### config.mk
export PLATFORM = sky130hd
export DESIGN_NAME = alu_operand_regs_flat
export DESIGN_NICKNAME = d
export VERILOG_FILES = /design/src/rtl/alu_operand_regs_if.sv /design/src/rtl/alu_operand_regs.sv /design/src/flat_wrapper.sv
export SDC_FILE = /design/constraint.sdc
export NUM_CORES = 1
export LEC_CHECK = 0
export CAP_MARGIN = 10
export CORE_ASPECT_RATIO = 0.9
export CORE_MARGIN = 1
export CORE_UTILIZATION = 36
export CTS_CLUSTER_DIAMETER = 60
export DETAILED_ROUTE_END_ITERATION = 16
export PLACE_DENSITY = 0.79
export SETUP_SLACK_MARGIN = 0.15
export SYNTH_ARGS = -nofsm -noshare
export SYNTH_HDL_FRONTEND = slang
export SYNTH_SLANG_ARGS = --single-unit
### constraint.sdc
create_clock -name clk -period 0.8 [get_ports clk]
set_input_delay 0.16 -clock clk [delete_from_list [all_inputs] [get_ports clk]]
set_output_delay 0.16 -clock clk [all_outputs]
set_load 0.1 [all_outputs]
### src/rtl/alu_operand_regs_if.sv
// Signal bundle between the control sequencer / shared bus / ALU and the
// alu_operand_regs block. The slave modport is the register block's view.
interface alu_operand_regs_if #(
    parameter int WIDTH = 8
);
    logic [WIDTH-1:0] bus_in;
    logic             load_a;
    logic             load_b;
    logic             alu_wr;
    logic             sub_in;
    logic             out_a_en;
    logic             out_alu_en;
    logic [WIDTH-1:0] alu_result;
    logic             alu_carry;
    logic             alu_zero;

    logic [WIDTH-1:0] a_q;
    logic [WIDTH-1:0] b_q;
    logic             alu_subtract;
    logic [WIDTH-1:0] bus_out;
    logic             bus_drive;
    logic             carry_flag;
    logic             zero_flag;
    logic             conflict;

    modport master (
        output bus_in, load_a, load_b, alu_wr, sub_in, out_a_en, out_alu_en,
        output alu_result, alu_carry, alu_zero,
        input  a_q, b_q, alu_subtract, bus_out, bus_drive,
        input  carry_flag, zero_flag, conflict
    );

    modport slave (
        input  bus_in, load_a, load_b, alu_wr, sub_in, out_a_en, out_alu_en,
        input  alu_result, alu_carry, alu_zero,
        output a_q, b_q, alu_subtract, bus_out, bus_drive,
        output carry_flag, zero_flag, conflict
    );
endinterface

### src/rtl/alu_operand_regs.sv
// Accumulator (A), B operand and flag registers around the external ALU.
// Define SAP1E_FLAGS_EN to implement the carry/zero flags register; otherwise flags read 0.
module alu_operand_regs #(
    parameter int WIDTH = 8
) (
    input  logic              clk,
    input  logic              rst_n,
    alu_operand_regs_if.slave ctl
);

    logic [WIDTH-1:0] a_d, a_q;
    logic [WIDTH-1:0] b_d, b_q;
    logic             conflict_d, conflict_q;
    logic             conflict_now;

    // A bus load wins over an ALU write-back; both together are also flagged.
    always_comb begin
        a_d = a_q;
        if (ctl.load_a) begin
            a_d = ctl.bus_in;
        end else if (ctl.alu_wr) begin
            a_d = ctl.alu_result;
        end

        b_d = b_q;
        if (ctl.load_b) begin
            b_d = ctl.bus_in;
        end

        conflict_now = (ctl.load_a & ctl.alu_wr)
                     | (ctl.out_a_en & ctl.out_alu_en)
                     | (ctl.out_a_en & ctl.load_a);
        conflict_d   = conflict_q | conflict_now;
    end

    // NOTE: sequential state uses non-blocking assignments so every flop samples
    // the pre-edge values; the reset is asynchronous, hence in the sensitivity list.
    always_ff @(posedge clk or negedge rst_n) begin
        if (!rst_n) begin
            a_q        <= '0;
            b_q        <= '0;
            conflict_q <= 1'b0;
        end else begin
            a_q        <= a_d;
            b_q        <= b_d;
            conflict_q <= conflict_d;
        end
    end

`ifdef SAP1E_FLAGS_EN
    logic carry_d, carry_q;
    logic zero_d, zero_q;

    always_comb begin
        carry_d = carry_q;
        zero_d  = zero_q;
        if (ctl.alu_wr) begin
            carry_d = ctl.alu_carry;
            zero_d  = ctl.alu_zero;
        end
    end

    always_ff @(posedge clk or negedge rst_n) begin
        if (!rst_n) begin
            carry_q <= 1'b0;
            zero_q  <= 1'b0;
        end else begin
            carry_q <= carry_d;
            zero_q  <= zero_d;
        end
    end

    assign ctl.carry_flag = carry_q;
    assign ctl.zero_flag  = zero_q;
`else
    logic unused_alu_flags;
    assign unused_alu_flags = ctl.alu_carry ^ ctl.alu_zero;
    assign ctl.carry_flag   = 1'b0;
    assign ctl.zero_flag    = 1'b0;
`endif

    assign ctl.a_q          = a_q;
    assign ctl.b_q          = b_q;
    assign ctl.conflict     = conflict_q;
    assign ctl.alu_subtract = ctl.sub_in;
    assign ctl.bus_drive    = ctl.out_a_en | ctl.out_alu_en;
    assign ctl.bus_out      = ctl.out_a_en   ? a_q            :
                              ctl.out_alu_en ? ctl.alu_result : '0;

endmodule

### src/flat_wrapper.sv
// flat-port wrapper written by rule: the top's interface ports become plain ports
module alu_operand_regs_flat 
#(
    parameter int WIDTH = 8
)
  (clk, rst_n, ctl_bus_in, ctl_load_a, ctl_load_b, ctl_alu_wr, ctl_sub_in, ctl_out_a_en, ctl_out_alu_en, ctl_alu_result, ctl_alu_carry, ctl_alu_zero, ctl_a_q, ctl_b_q, ctl_alu_subtract, ctl_bus_out, ctl_bus_drive, ctl_carry_flag, ctl_zero_flag, ctl_conflict);
  alu_operand_regs_if #(.WIDTH(WIDTH)) ctl_i ();
  input  logic clk;
  input  logic rst_n;
  input wire logic [$bits(ctl_i.bus_in)-1:0] ctl_bus_in;
  input wire logic [$bits(ctl_i.load_a)-1:0] ctl_load_a;
  input wire logic [$bits(ctl_i.load_b)-1:0] ctl_load_b;
  input wire logic [$bits(ctl_i.alu_wr)-1:0] ctl_alu_wr;
  input wire logic [$bits(ctl_i.sub_in)-1:0] ctl_sub_in;
  input wire logic [$bits(ctl_i.out_a_en)-1:0] ctl_out_a_en;
  input wire logic [$bits(ctl_i.out_alu_en)-1:0] ctl_out_alu_en;
  input wire logic [$bits(ctl_i.alu_result)-1:0] ctl_alu_result;
  input wire logic [$bits(ctl_i.alu_carry)-1:0] ctl_alu_carry;
  input wire logic [$bits(ctl_i.alu_zero)-1:0] ctl_alu_zero;
  output wire logic [$bits(ctl_i.a_q)-1:0] ctl_a_q;
  output wire logic [$bits(ctl_i.b_q)-1:0] ctl_b_q;
  output wire logic [$bits(ctl_i.alu_subtract)-1:0] ctl_alu_subtract;
  output wire logic [$bits(ctl_i.bus_out)-1:0] ctl_bus_out;
  output wire logic [$bits(ctl_i.bus_drive)-1:0] ctl_bus_drive;
  output wire logic [$bits(ctl_i.carry_flag)-1:0] ctl_carry_flag;
  output wire logic [$bits(ctl_i.zero_flag)-1:0] ctl_zero_flag;
  output wire logic [$bits(ctl_i.conflict)-1:0] ctl_conflict;
  assign ctl_i.bus_in = ctl_bus_in;
  assign ctl_i.load_a = ctl_load_a;
  assign ctl_i.load_b = ctl_load_b;
  assign ctl_i.alu_wr = ctl_alu_wr;
  assign ctl_i.sub_in = ctl_sub_in;
  assign ctl_i.out_a_en = ctl_out_a_en;
  assign ctl_i.out_alu_en = ctl_out_alu_en;
  assign ctl_i.alu_result = ctl_alu_result;
  assign ctl_i.alu_carry = ctl_alu_carry;
  assign ctl_i.alu_zero = ctl_alu_zero;
  assign ctl_a_q = ctl_i.a_q;
  assign ctl_b_q = ctl_i.b_q;
  assign ctl_alu_subtract = ctl_i.alu_subtract;
  assign ctl_bus_out = ctl_i.bus_out;
  assign ctl_bus_drive = ctl_i.bus_drive;
  assign ctl_carry_flag = ctl_i.carry_flag;
  assign ctl_zero_flag = ctl_i.zero_flag;
  assign ctl_conflict = ctl_i.conflict;
  alu_operand_regs #(.WIDTH(WIDTH)) u_core (.clk(clk), .rst_n(rst_n), .ctl(ctl_i));
endmodule
==> results.toml, run 1 <==
[synth]
synth-seq-cells = 17
synth_top_area_share = 0.484
netlist_area_um2 = 878
syn_avg_cell_area_um2 = 10.5
yosysSeqAreaShare = 0.484
synth_area_leader_cell = "dfrtp_1"
yosysWarnings = 0
synth_cell_types = 17
syn_inst = 84
synth.area.top_cells = "dfrtp_1 (48%), mux2_2 (10%), mux2i_1 (9.1%)"

[place]
place_congestion = 0.733
place_area_um2 = 1980
place_hpwl_um = 2310
portBuffers = 48
placed_cells = 177

[clocking]
cts.sinks = 17
numCtsBuffers = 3
cts_buffer_depth = 2
cts_hold_buf = 0
htreeDepth = 1
root_buffer = "clkbuf_4"

[timing]
worst_endpoint = "ctl_bus_out[5]"
worst-ep-kind = "primary output"

[outcome]
stop_error = "[ERROR DPL-0038] Utilization greater than 100%, impossible to legalize"
stop_stage = "global routing"
status = "stopped before the end"

[floorplan]
rows = 16
start_util = 0.392
ioPinCount = 55
die_h_um = 48.9
die_x_um = 54.1

[grt]
grt_max_degree = 18
## synthesized netlist by cell type
library cell,n
o21ai_2,1
conb_1,1
buf_4,5
a22o_1,2
or2_2,1
mux2i_1,8
o21bai_1,1
nand2_1,20
dfrtp_1,17
nor2_1,1
mux2_2,8
buf_2,1
o21ai_1,11
nor2b_4,1
a21oi_1,1
buf_6,3
o21ai_0,2
## what timing repair did
action,4_1_cts
endpoints found under the setup margin,43
pin swaps,11
gates cloned,1
gates resized for setup,39
buffers inserted,5
## logic make-up after synthesis
family          synth area share
flops                      0.484
mux                        0.194
buf+inv                   0.0869
compound gates             0.118
other cells              0.00427
simple gates               0.113
## through the flow
| stage | setup slack, ns | hold slack (ns) | TNS (ns) |
|---|---|---|---|
| floorplan | -0.374 | -0.136 | -5.91 |
| global placement | -0.721 | 0.321 | -14.20 |
| detailed placement | -0.755 | 0.321 | -15.03 |
| CTS | -0.571 | 0.198 | -12.28 |
==> run 2, diff against run 1 <==
--- a/config.mk
+++ b/config.mk
@@ -6,13 +6,10 @@
 export NUM_CORES = 1
 export LEC_CHECK = 0
 export CAP_MARGIN = 10
-export CORE_ASPECT_RATIO = 0.9
-export CORE_MARGIN = 1
-export CORE_UTILIZATION = 36
-export CTS_CLUSTER_DIAMETER = 60
+export CORE_AREA = 2 2 63 65
 export DETAILED_ROUTE_END_ITERATION = 16
-export PLACE_DENSITY = 0.79
-export SETUP_SLACK_MARGIN = 0.15
+export DIE_AREA = 0 0 65 67
+export PLACE_DENSITY_LB_ADDON = 0.15
 export SYNTH_ARGS = -nofsm -noshare
 export SYNTH_HDL_FRONTEND = slang
 export SYNTH_SLANG_ARGS = --single-unit
==> run 2 against run 1 <==
Compared with the run above:
- synthesized area stayed put
- the flow now finishes, with violations (setup timing)
- synthesized cell count stayed put
==> results.toml, run 2 <==
[synth]
synth_flop_cell = "dfrtp_1"
synth_cell_types = 17
synth-seq-cells = 17
yosysWarnings = 0
syn_inst = 84
async_reset_ff_frac = 1.00
synth_common_cells = "nand2_1 (20), dfrtp_1 (17), o21ai_1 (11), mux2_2 (8), mux2i_1 (8)"
yosysMostFrequentCell = "nand2_1"
synth-edff-count = 0
netlist_area_um2 = 878
synth_top_area_share = 0.484
yosysSeqAreaShare = 0.484
synth_area_leader_cell = "dfrtp_1"
syn_avg_cell_area_um2 = 10.5
synth.area.top_cells = "dfrtp_1 (48%), mux2_2 (10%), mux2i_1 (9.1%)"

[layout]
fillerInstances = 282
final_common_cell = "buf_12"
antenna_cells = 0
final_layout_size_suffix_gt1_frac = 0.709
regArea_um2 = 489
nets = 185
layout_common_cells = "buf_12 (30), dfrtp_4 (17), buf_4 (15)"
final_area_um2 = 2240
area_delta_synth_final_pct = 155
multi_input_area_um2 = 554

[floorplan]
start_util = 0.244
dieArea_um2 = 4360
ioPinCount = 55
core_um2 = 3610
die_h_um = 67
die_x_um = 65
rows = 22

[place]
pre_cts_ws_ns = -0.721
place_congestion = 0.726
portBuffers = 48
place_area_um2 = 2010
place_hpwl_um = 2090

[clocking]
cts_tree = "built"
numCtsBuffers = 3
htreeDepth = 1
cts.sinks = 17
cts_hold_buf = 0
root_buffer = "clkbuf_8"
cts_buffer_depth = 2
clk_latency_ns = 0.25
clk_pin_slew_ns = 0.06

[drt]
drt_iter0_markers = 32
vias = 889
ant_nets = 0
wl_per_cell_um = 14.2
vias_per_cell = 4.32
dr.pass1.iters = 3
routed_wl_um = 2920
drc = 0

[setup_path]
regToRegSetupSlack_ns = -0.16
crit_type = "register to output pin"
crit_family = "flip-flops"
crit_fanout = 2
startpoint_type = "register"
endpoint_kind = "output pin"
crit_buf_inv = 1
cp_slowest_cell = "dfrtp_4"
max_stage_delay_ns = 0.48
worstPathArrival_ns = 1.14
r2r_start = "u_core.ctl.a_q[5]$_DFFE_PN0P_"
required_ns = 0.64
crit_cells = 2
path_cells = "a22o_4 -> buf_12"
crit-reg2reg-capture = "u_core.ctl.a_q[5]$_DFFE_PN0P_"
reg2regPathDepth = 3

[grt]
grt_usage = 0.146
antenna_found_initial = 0
grt_max_degree = 18
grt-ovfl-total = 0
grt_pass1_vias = 963
grt_pass1_wl_um = 4730

[timing]
fin_hold_ws_ns = 0.242
skew_ns = 0
period_needed_ns = 1.30
setup_viol = 42
period_share = 1.63
fmax_mhz = 766
rsz0062_at_grt = "yes"
worst_slack_ns = -0.505
slew_viol_final = 0
hold_viol = 0

[outcome]
status = "complete, but fails checks"
failed_checks = "setup timing"

[power_and_ir_drop]
leakage_nw = 0.980
powerDensity_nw_per_um2 = 1720
ir_worst_vdd_v = 0.00104

[job]
cap_violations = 0

[hold_path]
hp-class = "primary input to asynchronous set/reset pin"
run 2: cell counts after synthesis:
No cell type changed its count.
run 2: repair_timing:
| item | in CTS | in global routing |
|---|---|---|
| pin swaps | 9 | 1 |
| endpoints found under the setup margin | 43 | 43 |
| resized for setup | 46 | 4 |
| setup buffers | 3 | 1 |
| cloned | 2 | 0 |
run 2: worst max-delay path by stage:
stage                                        startpoint  slack (ns)              to
after floorplan           u_core.ctl.a_q[5]$_DFFE_PN0P_       -0.37  ctl_bus_out[5]
after global placement                   ctl_out_alu_en       -0.70  ctl_bus_out[5]
after detailed placement                 ctl_out_alu_en       -0.72  ctl_bus_out[4]
after CTS                 u_core.ctl.a_q[5]$_DFFE_PN0P_       -0.51  ctl_bus_out[5]
after global routing      u_core.ctl.a_q[7]$_DFFE_PN0P_       -0.54  ctl_bus_out[7]
final                     u_core.ctl.a_q[5]$_DFFE_PN0P_       -0.50  ctl_bus_out[5]
run 2: logic make-up (layout without fill, tap and decap cells):
logic type | after synthesis | count (layout) | share of synthesized area
buf+inv | 9 | 82 | 0.0869
compound gates | 18 | 18 | 0.118
other cells | 1 | 2 | 0.00427
mux | 16 | 16 | 0.194
simple gates | 23 | 23 | 0.113
flops | 17 | 17 | 0.484
run 2: final cells by class:
cell class	count	share of cell area
multi-input combinational	59	0.247
clock buffer	4	0.0201
tap	48	0.0268
sequential	17	0.218
timing repair buffer	78	0.488
run 2: power by group:
part | total, W | leakage, nW | switching [W] | internal [W]
Sequential | 0.00109 | 0.183 | 0.0000974 | 0.000989
Combinational | 0.00215 | 0.774 | 0.00126 | 0.000882
Clock | 0.000636 | 0.0228 | 0.000283 | 0.000353
Total | 0.00387 | 0.980 | 0.00165 | 0.00222
run 2: layer usage:
layer	up-vias	part of all wire	global-route usage
li1	427	-	-
met1	427	0.38	0.155
met2	31	0.55	0.277
met3	4	0.054	0.0203
met4	0	0.018	0.0771
met5	-	0	0
run 2: stage by stage:
stage               instances  setup TNS (ns)  total power, W  utilization
finish                    206          -10.44         0.00387        0.622
global route              206          -11.52         0.00401        0.622
detailed placement        196          -14.83         0.00313        0.556
CTS                       205          -10.56         0.00388        0.614
floorplan                  85           -5.91         0.00230            -
global placement          196          -14.39         0.00311        0.556
Note: power is estimated with default switching activity, not from simulation.
